[config.mk]
export PLATFORM = sky130hd
export DESIGN_NAME = router_pkt_tx
export DESIGN_NICKNAME = d
export VERILOG_FILES = /design/src/rtl/router_pkg.sv /design/src/rtl/router_pkt_buf.sv /design/src/rtl/router_pkt_tx.sv
export SDC_FILE = /design/constraint.sdc
export NUM_CORES = 1
export LEC_CHECK = 0
export CELL_PAD_IN_SITES_DETAIL_PLACEMENT = 1
export CELL_PAD_IN_SITES_GLOBAL_PLACEMENT = 1
export CORE_MARGIN = 5
export CORE_UTILIZATION = 58
export CTS_BUF_LIST = sky130_fd_sc_hd__clkbuf_4 sky130_fd_sc_hd__clkbuf_8 sky130_fd_sc_hd__clkbuf_16
export CTS_CLUSTER_SIZE = 30
export DETAILED_ROUTE_END_ITERATION = 16
export PLACE_DENSITY = 0.84
export SLEW_MARGIN = 20
export SYNTH_ARGS = -nofsm -noshare
export SYNTH_HDL_FRONTEND = slang
export SYNTH_SLANG_ARGS = --single-unit
export TNS_END_PERCENT = 1
[constraint.sdc]
create_clock -name clk -period 5.39 [get_ports clk]
set_clock_uncertainty 0.15 [all_clocks]
set_input_delay 1.078 -clock clk [delete_from_list [all_inputs] [get_ports clk]]
set_output_delay 1.078 -clock clk [all_outputs]
set_load 0.01 [all_outputs]
[src/rtl/router_pkg.sv]
`default_nettype none
// ============================================================================
// Module   : router_pkg
// Brief    : Shared types and helpers for the router packetizer.
// Revision : 1.0 - initial release
// ============================================================================
package router_pkg;

    localparam int LEN_W  = 6;
    localparam int ADDR_W = 2;
    localparam logic [ADDR_W-1:0] ADDR_INVALID = 2'd3;

    typedef enum logic [2:0] {
        ST_IDLE    = 3'd0,
        ST_COLLECT = 3'd1,
        ST_HEADER  = 3'd2,
        ST_PAYLOAD = 3'd3,
        ST_PARITY  = 3'd4,
        ST_GAP     = 3'd5
    } tx_state_e;

    function automatic logic [7:0] pack_header(input logic [LEN_W-1:0]  len,
                                               input logic [ADDR_W-1:0] addr);
        return {len, addr};
    endfunction

endpackage
`default_nettype wire

[src/rtl/router_pkt_buf.sv]
`default_nettype none
// ============================================================================
// Module   : router_pkt_buf
// Brief    : Single-packet payload store, synchronous write, combinational read.
// Revision : 1.0 - initial release
// ============================================================================
module router_pkt_buf
    import router_pkg::*;
#(
    parameter int DEPTH = 63
) (
    input  logic             clk,
    input  logic             wr_en,
    input  logic [LEN_W-1:0] wr_addr,
    input  logic [7:0]       wr_data,
    input  logic [LEN_W-1:0] rd_addr,
    output logic [7:0]       rd_data
);

    logic [7:0] r_mem [DEPTH];

    always_ff @(posedge clk) begin
        if (wr_en && (int'(wr_addr) < DEPTH)) begin
            r_mem[wr_addr] <= wr_data;
        end
    end

    assign rd_data = (int'(rd_addr) < DEPTH) ? r_mem[rd_addr] : 8'h00;

endmodule
`default_nettype wire

[src/rtl/router_pkt_tx.sv]
`default_nettype none
// ============================================================================
// Module   : router_pkt_tx
// Brief    : Buffers one payload packet and replays it as header/payload/parity
//            on the router datain/packet_valid interface, honouring busy.
//            Define PKT_TX_STATS_EN to add tx_pkt_cnt/drop_cnt statistics ports.
// Revision : 1.0 - initial release
// ============================================================================
module router_pkt_tx
    import router_pkg::*;
#(
    parameter int MAX_LEN    = 63,
    parameter int GAP_CYCLES = 1
) (
    input  logic        clk,
    input  logic        rst,
    input  logic        s_valid,
    output logic        s_ready,
    input  logic [7:0]  s_data,
    input  logic [1:0]  s_addr,
    input  logic        s_last,
    input  logic        busy,
    output logic [7:0]  datain,
    output logic        packet_valid,
    output logic        drop,
    output logic        trunc
`ifdef PKT_TX_STATS_EN
    ,
    output logic [15:0] tx_pkt_cnt,
    output logic [15:0] drop_cnt
`endif
);

    localparam logic [LEN_W-1:0] c_max_len  = LEN_W'(MAX_LEN);
    localparam logic [15:0]      c_gap_last = 16'(GAP_CYCLES - 1);

    tx_state_e         r_state;
    logic [LEN_W-1:0]  r_cnt;
    logic [LEN_W-1:0]  r_idx;
    logic [ADDR_W-1:0] r_addr;
    logic              r_reuse_addr;
    logic              r_hdr_pend;
    logic [7:0]        r_parity;
    logic [15:0]       r_gap;
    logic [7:0]        r_datain;
    logic              r_pkt_valid;
    logic              r_drop;
    logic              r_trunc;

    logic              w_accept;
    logic              w_close;
    logic              w_drop_close;
    logic [LEN_W-1:0]  w_cnt_next;
    logic [LEN_W-1:0]  w_wr_addr;
    logic [ADDR_W-1:0] w_addr_cur;
    logic [7:0]        w_rd_data;
    logic [7:0]        w_hdr_live;
    logic [7:0]        w_hdr_stored;

    assign s_ready      = (r_state == ST_IDLE) || (r_state == ST_COLLECT);
    assign w_accept     = s_valid & s_ready;
    // A packet following a truncation keeps the address of the truncated one.
    assign w_addr_cur   = ((r_state == ST_IDLE) && !r_reuse_addr) ? s_addr : r_addr;
    assign w_cnt_next   = (r_state == ST_IDLE) ? LEN_W'(1) : r_cnt + LEN_W'(1);
    assign w_wr_addr    = (r_state == ST_IDLE) ? '0 : r_cnt;
    assign w_close      = w_accept & (s_last | (w_cnt_next == c_max_len));
    assign w_drop_close = w_close & (w_addr_cur == ADDR_INVALID);
    assign w_hdr_live   = pack_header(w_cnt_next, w_addr_cur);
    assign w_hdr_stored = pack_header(r_cnt, r_addr);

    router_pkt_buf #(
        .DEPTH   (MAX_LEN)
    ) u_buf (
        .clk     (clk),
        .wr_en   (w_accept),
        .wr_addr (w_wr_addr),
        .wr_data (s_data),
        .rd_addr (r_idx),
        .rd_data (w_rd_data)
    );

    always_ff @(posedge clk or posedge rst) begin
        if (rst) begin
            r_state      <= ST_IDLE;
            r_cnt        <= '0;
            r_idx        <= '0;
            r_addr       <= '0;
            r_reuse_addr <= 1'b0;
            r_hdr_pend   <= 1'b0;
            r_parity     <= 8'h00;
            r_gap        <= '0;
            r_datain     <= 8'h00;
            r_pkt_valid  <= 1'b0;
            r_drop       <= 1'b0;
            r_trunc      <= 1'b0;
        end else begin
            r_drop  <= 1'b0;
            r_trunc <= 1'b0;
            case (r_state)
                ST_IDLE, ST_COLLECT: begin
                    if (w_accept) begin
                        r_cnt        <= w_cnt_next;
                        r_addr       <= w_addr_cur;
                        r_reuse_addr <= 1'b0;
                        r_state      <= ST_COLLECT;
                        if (w_close) begin
                            r_trunc      <= ~s_last;
                            r_reuse_addr <= ~s_last;
                            if (w_drop_close) begin
                                r_drop  <= 1'b1;
                                r_state <= ST_IDLE;
                            end else begin
                                r_state    <= ST_HEADER;
                                r_idx      <= '0;
                                // Header waits in HEADER if the router is busy now.
                                r_hdr_pend <= busy;
                                if (!busy) begin
                                    r_datain    <= w_hdr_live;
                                    r_pkt_valid <= 1'b1;
                                    r_parity    <= w_hdr_live;
                                end
                            end
                        end
                    end
                end
                ST_HEADER: begin
                    if (!busy) begin
                        if (r_hdr_pend) begin
                            r_datain    <= w_hdr_stored;
                            r_pkt_valid <= 1'b1;
                            r_parity    <= w_hdr_stored;
                            r_hdr_pend  <= 1'b0;
                        end else begin
                            r_datain <= w_rd_data;
                            r_parity <= r_parity ^ w_rd_data;
                            r_idx    <= r_idx + LEN_W'(1);
                            r_state  <= ST_PAYLOAD;
                        end
                    end
                end
                ST_PAYLOAD: begin
                    if (!busy) begin
                        if (r_idx == r_cnt) begin
                            r_datain    <= r_parity;
                            r_pkt_valid <= 1'b0;
                            r_state     <= ST_PARITY;
                        end else begin
                            r_datain <= w_rd_data;
                            r_parity <= r_parity ^ w_rd_data;
                            r_idx    <= r_idx + LEN_W'(1);
                        end
                    end
                end
                ST_PARITY: begin
                    if (!busy) begin
                        r_datain    <= 8'h00;
                        r_pkt_valid <= 1'b0;
                        r_gap       <= '0;
                        r_state     <= ST_GAP;
                    end
                end
                ST_GAP: begin
                    if (!busy) begin
                        if (r_gap == c_gap_last) begin
                            r_state <= ST_IDLE;
                        end else begin
                            r_gap <= r_gap + 16'd1;
                        end
                    end
                end
                default: r_state <= ST_IDLE;
            endcase
        end
    end

    assign datain       = r_datain;
    assign packet_valid = r_pkt_valid;
    assign drop         = r_drop;
    assign trunc        = r_trunc;

`ifdef PKT_TX_STATS_EN
    logic [15:0] r_tx_cnt;
    logic [15:0] r_drop_cnt;

    always_ff @(posedge clk or posedge rst) begin
        if (rst) begin
            r_tx_cnt   <= '0;
            r_drop_cnt <= '0;
        end else begin
            if ((r_state == ST_PARITY) && !busy && (r_tx_cnt != 16'hFFFF)) begin
                r_tx_cnt <= r_tx_cnt + 16'd1;
            end
            if (w_drop_close && (r_drop_cnt != 16'hFFFF)) begin
                r_drop_cnt <= r_drop_cnt + 16'd1;
            end
        end
    end

    assign tx_pkt_cnt = r_tx_cnt;
    assign drop_cnt   = r_drop_cnt;
`endif

endmodule
`default_nettype wire

# --- Word-level counts from Yosys, hierarchy flattened ---
# Memories as Yosys holds them, arrays and structs flattened.
# Index checks and enable logic that the tools add are counted.
totals:
  wordCells: 130
  mem_count: 1
  register_bits: 54
  ramBits: 504
  output_inout_bits: 12
mem_list:
  columns: ["memory", "depth", "width", "read_ports", "rd_ports_with_merged_regs", "wr", "line", "text"]
  rows:
  - ["u_buf.r_mem", 63, 8, 1, 0, 1, "router_pkt_buf.sv:20", "logic [7:0] r_mem [DEPTH];"]
classes:
  reduce_logical: 19
  bitwise_logic: 6
  mux: 65
  add_sub_neg: 3
  n_eq_ne: 22
  n_lt_le_gt_ge: 2
op_table:
  columns: ["operator", "count"]
  rows:
  - ["$mux 8", 14]
  - ["$mux 6", 9]
  - ["$mux 16", 3]
  - ["$pmux 16 s2", 1]
  - ["$pmux 8 s4", 1]
  - ["$reduce_and 8->1", 4]
  - ["$ne 2x2->1 const B", 13]
  - ["$mux 3", 8]
  - ["$pmux 8 s3", 1]
  - ["$mux 1", 21]
  - ["$pmux 6 s3", 1]
  - ["$add 16x1->16 const B", 1]
  - ["$logic_not 16->1", 1]
  - ["$pmux 3 s5", 1]
  - ["$add 6x1->6 const B", 2]
  - ["$lt 6x6->1 const B", 2]
  - ["$reduce_and 10->1", 1]
  - ["$xor 8x8->8", 1]
  - ["$eq 3x2->1 const B", 2]
  - ["$eq 3x3->1 const B", 2]
  - ["$eq 6x6->1", 1]
  - ["$eq 6x6->1 const B", 1]
  - ["$mux 2", 3]
  - ["$reduce_and 5->1", 1]
  - ["other kinds (18)", 22]

# --- Longest topological paths before layout ---
# Gate-level depths: netlist of run 1.
logic_depth:
  depth_word: 10
  mapped_depth: 11
  mapped_depth_nobuf: 8

# --- By module ---
# A second synthesis of run 1 with hierarchy kept.
unflattened:
  hier_cells: 1355
  area_unflattened_um2: 23137.2
modules_own_cells:
  columns: ["mod", "area_per_inst_um2", "n_inst", "seq_area_each_um2", "cells_each"]
  rows:
  - ["router_pkt_buf", 19743.9, 1, 15134.5, 972]
  - ["router_pkt_tx", 3393.3, 1, 1351.3, 383]

# --- Worst setup path before layout of run 1 ---
# Ideal clock, no wire load.
synth_timing:
  path_kind: "in2reg"
  from: "in s_valid"
  to: "mem u_buf.r_mem[17][0], enable pin"
  path_buffers: 2
  arrival_time_ps: 2382
  t_required_ps: 4870
  path_stages: 6
  slack_ps: 2488
  setup_time_ps: 370
  path_cell_list: "and3b_1 -> clkbuf_1 -> nand2_1 -> or3_1 -> clkbuf_1 -> nor2_1"
synth_between:
  elab_chain_len: 4
synth_lines:
  columns: ["item", "line", "text"]
  rows:
  - ["start, declared", "router_pkt_tx.sv:17", "input logic s_valid,"]
  - ["$and 1x1->1", "router_pkt_tx.sv:61", "assign w_accept = s_valid & s_ready;"]
  - ["$logic_and 1x1->1", "router_pkt_buf.sv:23", "if (wr_en && (int'(wr_addr) < DEPTH)) begin"]
  - ["$mux 1", "router_pkt_buf.sv:23", null]
  - ["$mux 1 (implied by the code)", "router_pkt_buf.sv:24", "r_mem[wr_addr] <= wr_data;"]
  - ["end, declared", "router_pkt_buf.sv:20", null]
# Every way passes these cells.

# --- Worst setup path after layout of run 1 ---
layout_timing:
  from: "reg r_state[0]"
  to: "mem u_buf.r_mem[6][7], enable pin"
layout_between:
  elab_chain_len: 6
  elab_cells_between_ends: 9
layout_lines:
  columns: ["item", "line", "text"]
  rows:
  - ["start, declared", "router_pkt_tx.sv:37", "tx_state_e r_state;"]
  - ["start signal, assigned", "router_pkt_tx.sv:84", "r_state <= ST_IDLE;"]
  - ["start signal, assigned", "router_pkt_tx.sv:105", "r_state <= ST_COLLECT;"]
  - ["start signal, assigned", "router_pkt_tx.sv:111", "r_state <= ST_IDLE;"]
  - ["$logic_not 3->1 / $eq 3x1->1 (equally long branches)", "router_pkt_tx.sv:60, router_pkt_tx.sv:65", null]
  - ["$mux 6 / $logic_or 1x1->1 (equally long branches)", "router_pkt_tx.sv:65, router_pkt_tx.sv:60", null]
  - ["$lt 6x6->1 / $and 1x1->1 (equally long branches)", "router_pkt_buf.sv:23, router_pkt_tx.sv:61", null]
  - ["$logic_and 1x1->1", "router_pkt_buf.sv:23", null]
  - ["$mux 1", "router_pkt_buf.sv:23", null]
  - ["$mux 1 (implied by the code)", "router_pkt_buf.sv:24", null]
# Several ways; a longest one is shown, not always the timed one.

==> summary.md, run 1 <==
| Metric | Value |
|---|---|
| Pre-CTS setup slack | `1.16 ns` |
| Post-Synthesis Cell Area | `23500 um2` |
| Part of the power in registers | `40.0%` |
| DR WL/cell | `33.7 um` |
| CTS buffer count | `54` |
| Main combinational cell family by area after synthesis | `multiplexers` |
| XOR/XNOR share of the synthesized area | `0.783%` |
| Setup bufs post-CTS | `0` |
| Synthesized instance count | `1446` |
| DR pass1 iterations | `7` |
| Crit path max-delay family | `simple AND/OR/NAND/NOR gates` |
| Layout cells sized above 1 | `17.8%` |
| H-tree levels | `2` |
| Clock network fraction of total power | `29.4%` |
| Post-DP HPWL | `41.7 mm` |
| Antenna cells | `0` |
| Fraction of registers with async set/reset | `9.68%` |
| GP Congestion | `0.875` |
| Die Y-Extent | `211 um` |
| Commonest cells after routing, fill and taps aside | `edfxtp_1, nor2_1, mux4_2, mux2i_1, nand2_1` |
| Power Density | `509 nW/um2` |
| Setup TNS | `0 ns` |
| Num Clock Sinks | `558` |
| Finished Layout Cells | `2042` |
| Post-Syn Area per Cell | `16.3 um2` |
| Compound-Gate Fraction of Synth Area | `6.37%` |
| NumNets Final | `1490` |
| Synth Register Bits | `558` |
| Total die area | `44600 um2` |
| Outcome | `finished, final reports clean` |
| Mux contribution to synthesized area | `13.2%` |
| Syn. warnings | `0` |
| Tightest Pin Transition | `1.27 ns` |
| First-pass GRT wire length | `103 mm` |
| Number of synthesized flops with an enable pin | `504` |
| Layout fillers | `3460` |
| RSZ-0062 raised after global routing | `false` |
| WP depth | `5` |
| Post-synth net total | `1465` |
| Slew HR | `13.0%` |
| Vias after detailed routing | `14300` |
| Post-route DRC | `0` |
| Area of the core | `39900 um2` |
| Port buffer count | `26` |
| Peak Freq | `0.250 GHz` |
| Setup Viol. Count Final | `0` |
| Worst-path clk slew | `0.07 ns` |
| Crit-path most repeated cell | `nor2b_1` |
| Synth Area in Adders | `0.213%` |
| Iter 0 DRT Violations | `2070` |
| Worst hold path type | `reg -> reg` |
| CP Max Fanout | `23` |
| Grt ovf | `0` |
| Simple-gate share of the synthesized area | `7.29%` |
| Cell variety after synth | `71` |
| Root Driver | `clkbuf_16` |
| Initial core utilization | `58.9%` |
| Total track usage | `31.4%` |
| Post-DR vias/cell | `6.99` |
| Most common cell after layout, fill and taps aside | `edfxtp_1` |
| I/O pin cnt | `27` |
| Final worst slack | `1.39 ns` |
| Combinational cell fraction of total power | `30.5%` |
| DRT antenna net count | `0` |
| Antenna violations before repair | `0` |
| CTS tree | `yes` |
| CP max-delay cell | `nor2_1` |
| Post-synthesis sequential area ratio | `70.1%` |
| Yosys top cell by area | `edfxtp_1` |
| Startpoint types | `flip-flop` |
| Lkg Pwr | `8.59 nW` |
| Sw Ratio | `34.4%` |
| Final Hold Viols | `0` |
| NetSw | `4.57 mW` |
| CP Cell Sequence | `nor2b_1 -> and3b_1 -> nor2b_1 -> nand3_1 -> nor2_1` |
| Max cap viols | `0` |
| Vias in the first global route | `14600` |
| WP data arrival | `4.09 ns` |
| Hold Buf Count CTS | `0` |
| Fin crit share | `74.3%` |
| Crit path buffers/inverters | `0` |
| CTS resizes | `0` |
| Final slew viol count | `0` |
| Rows | `73` |
| Placed insts | `1940` |
| Fin crit period | `4.00 ns` |
| Area contributors post-synth | `edfxtp_1, mux4_2, dfrtp_1` |
| Synthesis-to-finish area growth | `11.0%` |
| Hold slack final | `0.376 ns` |
| P_int | `8.70 mW` |
| Crit path kind | `reg -> reg` |
| Hold depth | `2` |
| Synth Flop Type | `edfxtp_1` |
| Post-synth top area share | `64.4%` |
| Largest net degree at the start of global routing | `64` |
| Maximum clock path buffer count | `3` |
| Reg2Reg Depth | `5` |
| Die width | `211 um` |
| CP peak stage delay | `0.85 ns` |
| Worst Path Required | `5.48 ns` |
| Worst-skew pair later-pin latency | `0.61 ns` |
| Crit. End Element | `flip-flop` |
| Register-to-register setup slack | `1.39 ns` |
| Routed WL | `68.9 mm` |
| VDD IR-drop max | `0.297 mV` |
[final cells by class]
class / count / area [um2] / area share, %
clock buffer: 61 / 1470 / 5.64
clock inverter: 41 / 365 / 1.40
inverter: 18 / 67.6 / 0.259
multi-input combinational: 786 / 6560 / 25.2
sequential: 558 / 16500 / 63.3
tap: 525 / 657 / 2.52
timing repair buffer: 53 / 460 / 1.77
[worst register-to-register path, stage by stage, from the launching register on]
cell and delay [ns]:
dfrtp_1 0.82, nor2b_1 0.36, and3b_1 0.45, nor2b_1 0.34
nand3_1 0.65, nor2_1 0.86
[Yosys cell counts (all sizes together), types with 12 or more instances]
cell type / n
nand2b: 21
nor2: 127
mux4: 99
nand2: 67
xnor2: 12
clkbuf: 44
o22ai: 13
a22oi: 18
dfrtp: 54
edfxtp: 504
nor3: 29
buf: 40
nor2b: 16
mux2: 17
inv: 17
a21oi: 50
nand3: 34
mux2i: 69
o21ai: 42
[cell families (layout without fill, tap and decap cells)]
| family | Yosys count | after routing |
|---|---|---|
| fa+ha+maj | 4 | 4 |
| mux | 185 | 185 |
| simple gates | 354 | 354 |
| flops | 558 | 558 |
| xor+xnor | 21 | 21 |
| compound gates | 222 | 222 |
| buf+inv | 102 | 173 |
[final timing paths]
path / endpoint / startpoint
worst max-delay path: u_buf.r_mem[6][7] / r_state[0]
worst min-delay path: datain[2] / datain[2]
worst max register to register: u_buf.r_mem[6][7] / r_state[0]
worst min register to register: datain[2] / datain[2]
max in group asynchronous: r_idx[1] / rst
min in group asynchronous: trunc / rst
[per-layer routing]
layer  track usage (%)  up-vias  wire [um]
met4              11.6        0       3190
met1              43.4     7281      26100
li1                  -     5782          -
met3              7.44      210       7180
met2              49.6      997      32500
met5                 0        -          0
[through the flow]
stage | power, mW | util (%) | area [um2]
floorplan | 7.89 | - | 23500
global placement | 9.09 | 60.7 | 24200
detailed placement | 9.25 | 60.7 | 24200
CTS | 13.2 | 65.3 | 26100
global route | 13.7 | 65.3 | 26100
finish | 13.3 | 65.3 | 26100
[state kept, by name, indices dropped and copies added (netlist names)]
name,cells
u_buf.r_mem,504
r_gap,16
datain,8
r_parity,8
r_cnt,6
r_idx,6
r_state,3
r_addr,2
drop,1
packet_valid,1
r_hdr_pend,1
r_reuse_addr,1
trunc,1
[power by group through the flow]
stage	clock network (mW)	logic [mW]	registers, mW
after floorplan	0	2.84	5.05
after global placement	0	3.73	5.36
after detailed placement	0	3.87	5.38
after CTS	3.93	3.98	5.30
after global routing	4.17	4.22	5.33
final	3.90	4.05	5.31
Power figures use the tool's default switching activity.
==> inputs of run 2 (changes only) <==
--- a/config.mk
+++ b/config.mk
@@ -8,11 +8,11 @@
 export CELL_PAD_IN_SITES_DETAIL_PLACEMENT = 1
 export CELL_PAD_IN_SITES_GLOBAL_PLACEMENT = 1
 export CORE_MARGIN = 5
-export CORE_UTILIZATION = 58
+export CORE_UTILIZATION = 49
 export CTS_BUF_LIST = sky130_fd_sc_hd__clkbuf_4 sky130_fd_sc_hd__clkbuf_8 sky130_fd_sc_hd__clkbuf_16
 export CTS_CLUSTER_SIZE = 30
 export DETAILED_ROUTE_END_ITERATION = 16
-export PLACE_DENSITY = 0.84
+export PLACE_DENSITY = 0.76
 export SLEW_MARGIN = 20
 export SYNTH_ARGS = -nofsm -noshare
 export SYNTH_HDL_FRONTEND = slang
==> constraint.sdc (replaced) <==
create_clock -name clk -period 3.44 [get_ports clk]
set_clock_uncertainty 0.15 [all_clocks]
set_input_delay 0.688 -clock clk [delete_from_list [all_inputs] [get_ports clk]]
set_output_delay 0.688 -clock clk [all_outputs]
set_load 0.01 [all_outputs]
==> summary.md, run 2 (same netlist as run 1, synthesis figures left out) <==
| Metric | Value |
|---|---|
| Outcome | `finished, final reports clean` |
| Final slew viol count | `0 (unchanged)` |
| Post-route DRC | `0 (unchanged)` |
| Hold Buf Count CTS | `0 (unchanged)` |
| Crit-path most repeated cell | `buf_12` |
| Startpoint types | `flip-flop` |
| Fin crit period | `3.23 ns (-0.768 ns)` |
| CP endpoint | `r_parity[2]` |
| Commonest cells after routing, fill and taps aside | `edfxtp_1, buf_4, nor2_1, mux4_2, mux2i_1` |
| FF-to-FF Start | `r_idx[0]` |
| Area of the core | `47500 um2 (+19%)` |
| Power Density | `777 nW/um2 (+53%)` |
| Maximum clock path buffer count | `3 (unchanged)` |
| First-pass GRT wire length | `99.7 mm (-2.8%)` |
| Worst-skew pair later-pin latency | `0.63 ns (+0.02 ns)` |
| WP data arrival | `3.60 ns (-0.49 ns)` |
| RSZ-0062 raised after global routing | `false` |
| Register area | `16500 um2 (unchanged)` |
| Crit path kind | `reg -> reg` |
| Setup TNS | `0 ns (unchanged)` |
| Most common cell after layout, fill and taps aside | `edfxtp_1` |
| Max cap viols | `0 (unchanged)` |
| CP max-delay cell | `mux4_2` |
| Num Clock Sinks | `558 (unchanged)` |
| DR pass1 iterations | `5 (-2)` |
| Worst hold path type | `in -> async` |
| CP Cell Sequence | `buf_12 -> buf_12 -> mux4_2 -> a22oi_1 -> a31oi_1 -> a21oi_1 -> o22a_1 -> mux2i_1` |
| Rows | `80 (+9.6%)` |
| Pre-CTS setup slack | `0.210 ns (-0.952 ns)` |
| Slew HR | `22.5% (+9.5 points)` |
| Reg2Reg Depth | `8 (+3)` |
| Top flop regs | `u_buf.r_mem (504), r_gap (16)` |
| Largest net degree at the start of global routing | `64 (unchanged)` |
| Port buffer count | `26 (unchanged)` |
| Worst Path Required | `3.80 ns (-1.68 ns)` |
| Layout cells sized above 1 | `23.6% (+5.8 points)` |
| H-tree levels | `2 (unchanged)` |
| GP Congestion | `0.871 (-0.48%)` |
| Die width | `229 um (+8.4%)` |
| Placed insts | `2150 (+11%)` |
| Crit path max-delay family | `compound AO/OA/AOI/OAI gates` |
| Layout fillers | `4321 (+25%)` |
| Final worst slack | `0.206 ns (-1.18 ns)` |
| Antenna violations before repair | `0 (unchanged)` |
| Peak Freq | `0.309 GHz (+24%)` |
| Root Driver | `clkbuf_16` |
| Post-DP HPWL | `44.1 mm (+5.8%)` |
| Crit path buffers/inverters | `2 (+2)` |
| Worst-path clk slew | `0.06 ns (about the same)` |
| Tightest Pin Transition | `1.13 ns (-0.139 ns)` |
| CP Max Fanout | `24 (+4.3%)` |
| Most flops, register | `u_buf.r_mem` |
| Multi-input combinational cell area | `6560 um2 (about the same)` |
| Crit. End Element | `flip-flop` |
| R2R Path End | `r_parity[2]` |
| Routed WL | `67.0 mm (-2.7%)` |
| DR WL/cell | `29.7 um (-12%)` |
| Antenna cells | `0 (unchanged)` |
| Final Hold Viols | `0 (unchanged)` |
| NumNets Final | `1613 (+8.3%)` |
| Fin crit share | `94.0% (+20 points)` |
| Setup Viol. Count Final | `0 (unchanged)` |
| CTS buffer count | `57 (+5.6%)` |
| Post-DR vias/cell | `6.33 (-9.5%)` |
| CTS resizes | `0 (unchanged)` |
| WP depth | `8 (+3)` |
| Lkg Pwr | `9.28 nW (+8.1%)` |
| Finished Layout Cells | `2256 (+10%)` |
| VDD IR-drop max | `0.423 mV (+42%)` |
| Total track usage | `25.4% (-6.0 points)` |
| Register-to-register setup slack | `0.21 ns (-1.18 ns)` |
| Synthesis-to-finish area growth | `15.9%` |
| Setup bufs post-CTS | `0 (unchanged)` |
| DRT antenna net count | `0 (unchanged)` |
| Vias after detailed routing | `14300 (+0.028%)` |
| CP peak stage delay | `0.54 ns (-0.31 ns)` |
| I/O pin cnt | `27 (unchanged)` |
| Die Y-Extent | `229 um (+8.4%)` |
| Critical Path Source | `r_idx[0]` |
| Total die area | `52400 um2 (+17%)` |
| CTS tree | `yes` |
| Max FFs per register | `504 (unchanged)` |
| Grt ovf | `0 (unchanged)` |
| Initial core utilization | `49.4% (-9.5 points)` |
| Vias in the first global route | `14900 (+2.4%)` |
| Iter 0 DRT Violations | `1568 (-24%)` |
run 2: worst register-to-register path, cell delays in order, from the launching register on:
cell,delay (ns)
dfrtp_4,0.51
buf_12,0.21
buf_12,0.27
mux4_2,0.54
a22oi_1,0.34
a31oi_1,0.15
a21oi_1,0.35
o22a_1,0.30
mux2i_1,0.31
run 2: worst min-delay path by stage:
stage / to / slack [ns] / start / depth (start not counted)
6_report: r_gap[10] / 0.32 / rst / 2
4_1_cts: r_cnt[0] / 0.31 / rst / 2
5_1_grt: r_gap[10] / 0.35 / rst / 2
3_5_place_dp: packet_valid / 0.35 / packet_valid / 1
3_3_place_gp: packet_valid / 0.34 / packet_valid / 1
2_1_floorplan: r_gap[15] / 0.36 / r_gap[15] / 2
run 2: per-stage QoR:
step / power (mW) / util, % / hold slack [ns] / cell area, um2
floorplan: 12.4 / - / 0.356 / 23500
global placement: 14.7 / 53.3 / 0.341 / 25400
detailed placement: 14.9 / 53.3 / 0.352 / 25400
CTS: 21.2 / 57.3 / 0.313 / 27200
global route: 21.9 / 57.3 / 0.352 / 27200
finish: 21.2 / 57.3 / 0.322 / 27200
run 2: area by class of cell:
type	instances	area share [%]
clock buffer	64	5.43
clock inverter	42	1.49
multi-input combinational	786	24.1
timing repair buffer	173	5.37
inverter	18	0.248
sequential	558	60.6
tap	615	2.83
run 2: metal layers:
| metal | vias up | global-route usage (%) | wire length, um |
|---|---|---|---|
| met5 | - | 0 | 0 |
| met4 | 0 | 9.43 | 2710 |
| met3 | 135 | 4.19 | 4770 |
| met2 | 642 | 41.4 | 32600 |
| met1 | 7473 | 34.8 | 26900 |
| li1 | 6024 | - | - |
run 2: power by group:
group | internal (mW) | switching (mW)
combinational | 2.86 | 4.04
sequential | 7.63 | 0.373
clock | 3.57 | 2.69
total | 14.1 | 7.10
==> inputs of run 3 (changes only) <==
--- a/config.mk
+++ b/config.mk
@@ -8,11 +8,11 @@
 export CELL_PAD_IN_SITES_DETAIL_PLACEMENT = 1
 export CELL_PAD_IN_SITES_GLOBAL_PLACEMENT = 1
 export CORE_MARGIN = 5
-export CORE_UTILIZATION = 49
-export CTS_BUF_LIST = sky130_fd_sc_hd__clkbuf_4 sky130_fd_sc_hd__clkbuf_8 sky130_fd_sc_hd__clkbuf_16
+export CORE_UTILIZATION = 51
+export CTS_BUF_LIST = sky130_fd_sc_hd__clkbuf_4
 export CTS_CLUSTER_SIZE = 30
 export DETAILED_ROUTE_END_ITERATION = 16
-export PLACE_DENSITY = 0.76
+export PLACE_DENSITY = 0.78
 export SLEW_MARGIN = 20
 export SYNTH_ARGS = -nofsm -noshare
 export SYNTH_HDL_FRONTEND = slang
==> summary.md, run 3 (same netlist as run 1, synthesis figures left out) <==
| Metric | Value |
|---|---|
| Outcome | `finished, final reports clean` |
| Iter 0 DRT Violations | `1751 (+12%)` |
| Hold Crit Start | `s_data[3]` |
| Rows | `78 (-2.5%)` |
| Maximum clock path buffer count | `3 (unchanged)` |
| Setup TNS | `0 ns (unchanged)` |
| Initial core utilization | `51.7% (+2.2 points)` |
| Crit path kind | `reg -> reg` |
| Multi-input combinational cell area | `6560 um2 (about the same)` |
| Worst Path Required | `4.11 ns (+0.31 ns)` |
| Clock network fraction of total power | `28.1% (-1.5 points)` |
| Total track usage | `26.8% (+1.5 points)` |
| Vias after detailed routing | `14900 (+4.6%)` |
| Part of the power in registers | `38.7% (+0.9 points)` |
| Lkg Pwr | `9.50 nW (+2.3%)` |
| Register area | `16500 um2 (unchanged)` |
| Startpoint types | `flip-flop` |
| Commonest cells after routing, fill and taps aside | `edfxtp_1, clkbuf_4, buf_4, nor2_1, mux4_2` |
| DRT antenna net count | `0 (unchanged)` |
| Most flops, register | `u_buf.r_mem` |
| FF-to-FF Start | `r_idx[0]` |
| Antenna violations before repair | `4 (+4)` |
| Worst-path clk slew | `0.08 ns (+0.02 ns)` |
| Num Clock Sinks | `558 (unchanged)` |
| Die width | `225 um (-1.9%)` |
| Die Y-Extent | `225 um (-1.9%)` |
| NumNets Final | `1708 (+5.9%)` |
| Tightest Pin Transition | `1.10 ns (-0.0353 ns)` |
| Post-DR vias/cell | `6.23 (-1.6%)` |
| Worst-skew pair later-pin latency | `0.99 ns (+0.36 ns)` |
| WP data arrival | `3.98 ns (+0.38 ns)` |
| P_int | `13.7 mW (-2.5%)` |
| VDD IR-drop max | `0.339 mV (-20%)` |
| Layout cells sized above 1 | `28.8% (+5.1 points)` |
| CTS buffer count | `144 (+150%)` |
| Power Density | `765 nW/um2 (-1.6%)` |
| DR pass1 iterations | `6 (+1)` |
| CTS tree | `yes` |
| Crit. End Element | `flip-flop` |
| Largest net degree at the start of global routing | `64 (unchanged)` |
| Critical Path Source | `r_idx[0]` |
| Post-DP HPWL | `44.6 mm (+1.0%)` |
| Vias in the first global route | `15900 (+6.4%)` |
| Routed WL | `66.6 mm (-0.69%)` |
| Fin crit period | `3.31 ns (+0.0716 ns)` |
| Post-route DRC | `0 (unchanged)` |
| Max cap viols | `0 (unchanged)` |
| RSZ-0062 raised after global routing | `false` |
| Area of the core | `45500 um2 (-4.3%)` |
| Slew HR | `26.7% (+4.2 points)` |
| Grt ovf | `0 (unchanged)` |
| Fin crit share | `96.1% (+2.1 points)` |
| I/O pin cnt | `27 (unchanged)` |
| Setup Viol. Count Final | `0 (unchanged)` |
| Final Hold Viols | `0 (unchanged)` |
| NetSw | `7.15 mW (+0.68%)` |
| Final slew viol count | `0 (unchanged)` |
| Sw Ratio | `34.3% (+0.72 points)` |
| H-tree levels | `4 (+2)` |
| Total power | `20.9 mW (-1.4%)` |
| Setup bufs post-CTS | `0 (unchanged)` |
| Port buffer count | `26 (unchanged)` |
| GP Congestion | `0.871 (about the same)` |
| Root Driver | `clkbuf_4` |
| Total die area | `50500 um2 (-3.8%)` |
| Synthesis-to-finish area growth | `16.1%` |
| Worst hold path type | `in -> reg` |
| Peak Freq | `0.303 GHz (-2.2%)` |
| Combinational cell fraction of total power | `33.2% (+0.6 points)` |
| Most common cell after layout, fill and taps aside | `edfxtp_1` |
| First-pass GRT wire length | `100 mm (+0.48%)` |
| Max FFs per register | `504 (unchanged)` |
| Top flop regs | `u_buf.r_mem (504), r_gap (16)` |
| CP Max Fanout | `27 (+13%)` |
| DR WL/cell | `27.8 um (-6.6%)` |
| Layout fillers | `4296 (-0.58%)` |
run 3: cell types whose count changed in the layout (fill, tap and decap cells not counted), moves of 5 or more:
cell | before | now
clkinv_2 | 14 | 2
clkbuf_4 | 7 | 207
diode_2 | 0 | 5
buf_4 | 136 | 141
clkbuf_16 | 57 | 0
clkinv_1 | 9 | 32
clkinvlp_4 | 7 | 1
run 3: through the flow:
stage / area, um2 / std cells / util, % / setup slack, ns / hold WS [ns]
4_1_cts: 27300 / 2393 / 60.0 / 0.00329 / 0.0999
6_report: 27300 / 2398 / 60.0 / 0.134 / 0.165
3_3_place_gp: 25400 / 2141 / 55.8 / 0.259 / 0.335
3_5_place_dp: 25400 / 2141 / 55.8 / 0.187 / 0.352
5_1_grt: 27300 / 2397 / 60.0 / 0.0465 / 0.130
2_1_floorplan: 23500 / 1446 / - / 0.837 / 0.356
run 3: final timing paths:
check / end / slack, ns / cells past startpoint
worst max-delay path: r_parity[6] / 0.13 / 7
worst min-delay path: u_buf.r_mem[47][3] / 0.17 / 1
worst max register to register: r_parity[6] / 0.13 / 7
worst min register to register: packet_valid / 0.36 / 1
max in group asynchronous: r_idx[1] / 2.17 / 4
min in group asynchronous: r_gap[14] / 0.50 / 4
run 3: area by class of cell:
cell class,count,share of cell area [%]
Antenna cell,5,0.0459
Multi-Input combinational cell,786,24.0
Clock buffer,207,5.70
Timing Repair Buffer,181,5.64
Sequential cell,558,60.5
Inverter,18,0.248
Clock inverter,43,1.11
Tap cell,600,2.75
run 3: what timing repair did:
item / 4_1_cts / 5_1_grt
gates resized for setup: 0 / 1
hold endpoints to repair: 56 / 0
endpoints found under the setup margin: 0 / 1
hold buffers: 2 / 0
run 3: worst max-delay path: stages, from the launching register on:
cell      delay (ns)
dfrtp_4         0.64
buf_12          0.28
mux4_2          0.57
a221oi_1        0.47
o21ai_0         0.24
a22oi_1         0.46
mux2i_1         0.24
nand3_1         0.09
run 3: routing by layer:
layer	global-route usage, %	part of all wire (%)
met4	10.8	3.4
met3	5.99	8.3
met2	43.7	50
met5	0	0.020
met1	35.5	39
run 3: power by group through the flow:
stage               clock [mW]  sequential (mW)  combinational (mW)
finish                    5.86             8.08                6.92
detailed placement           0             8.21                6.83
CTS                       5.98             8.06                6.87
floorplan                    0             7.92                4.45
global placement             0             8.18                6.63
global route              6.42             8.10                7.28
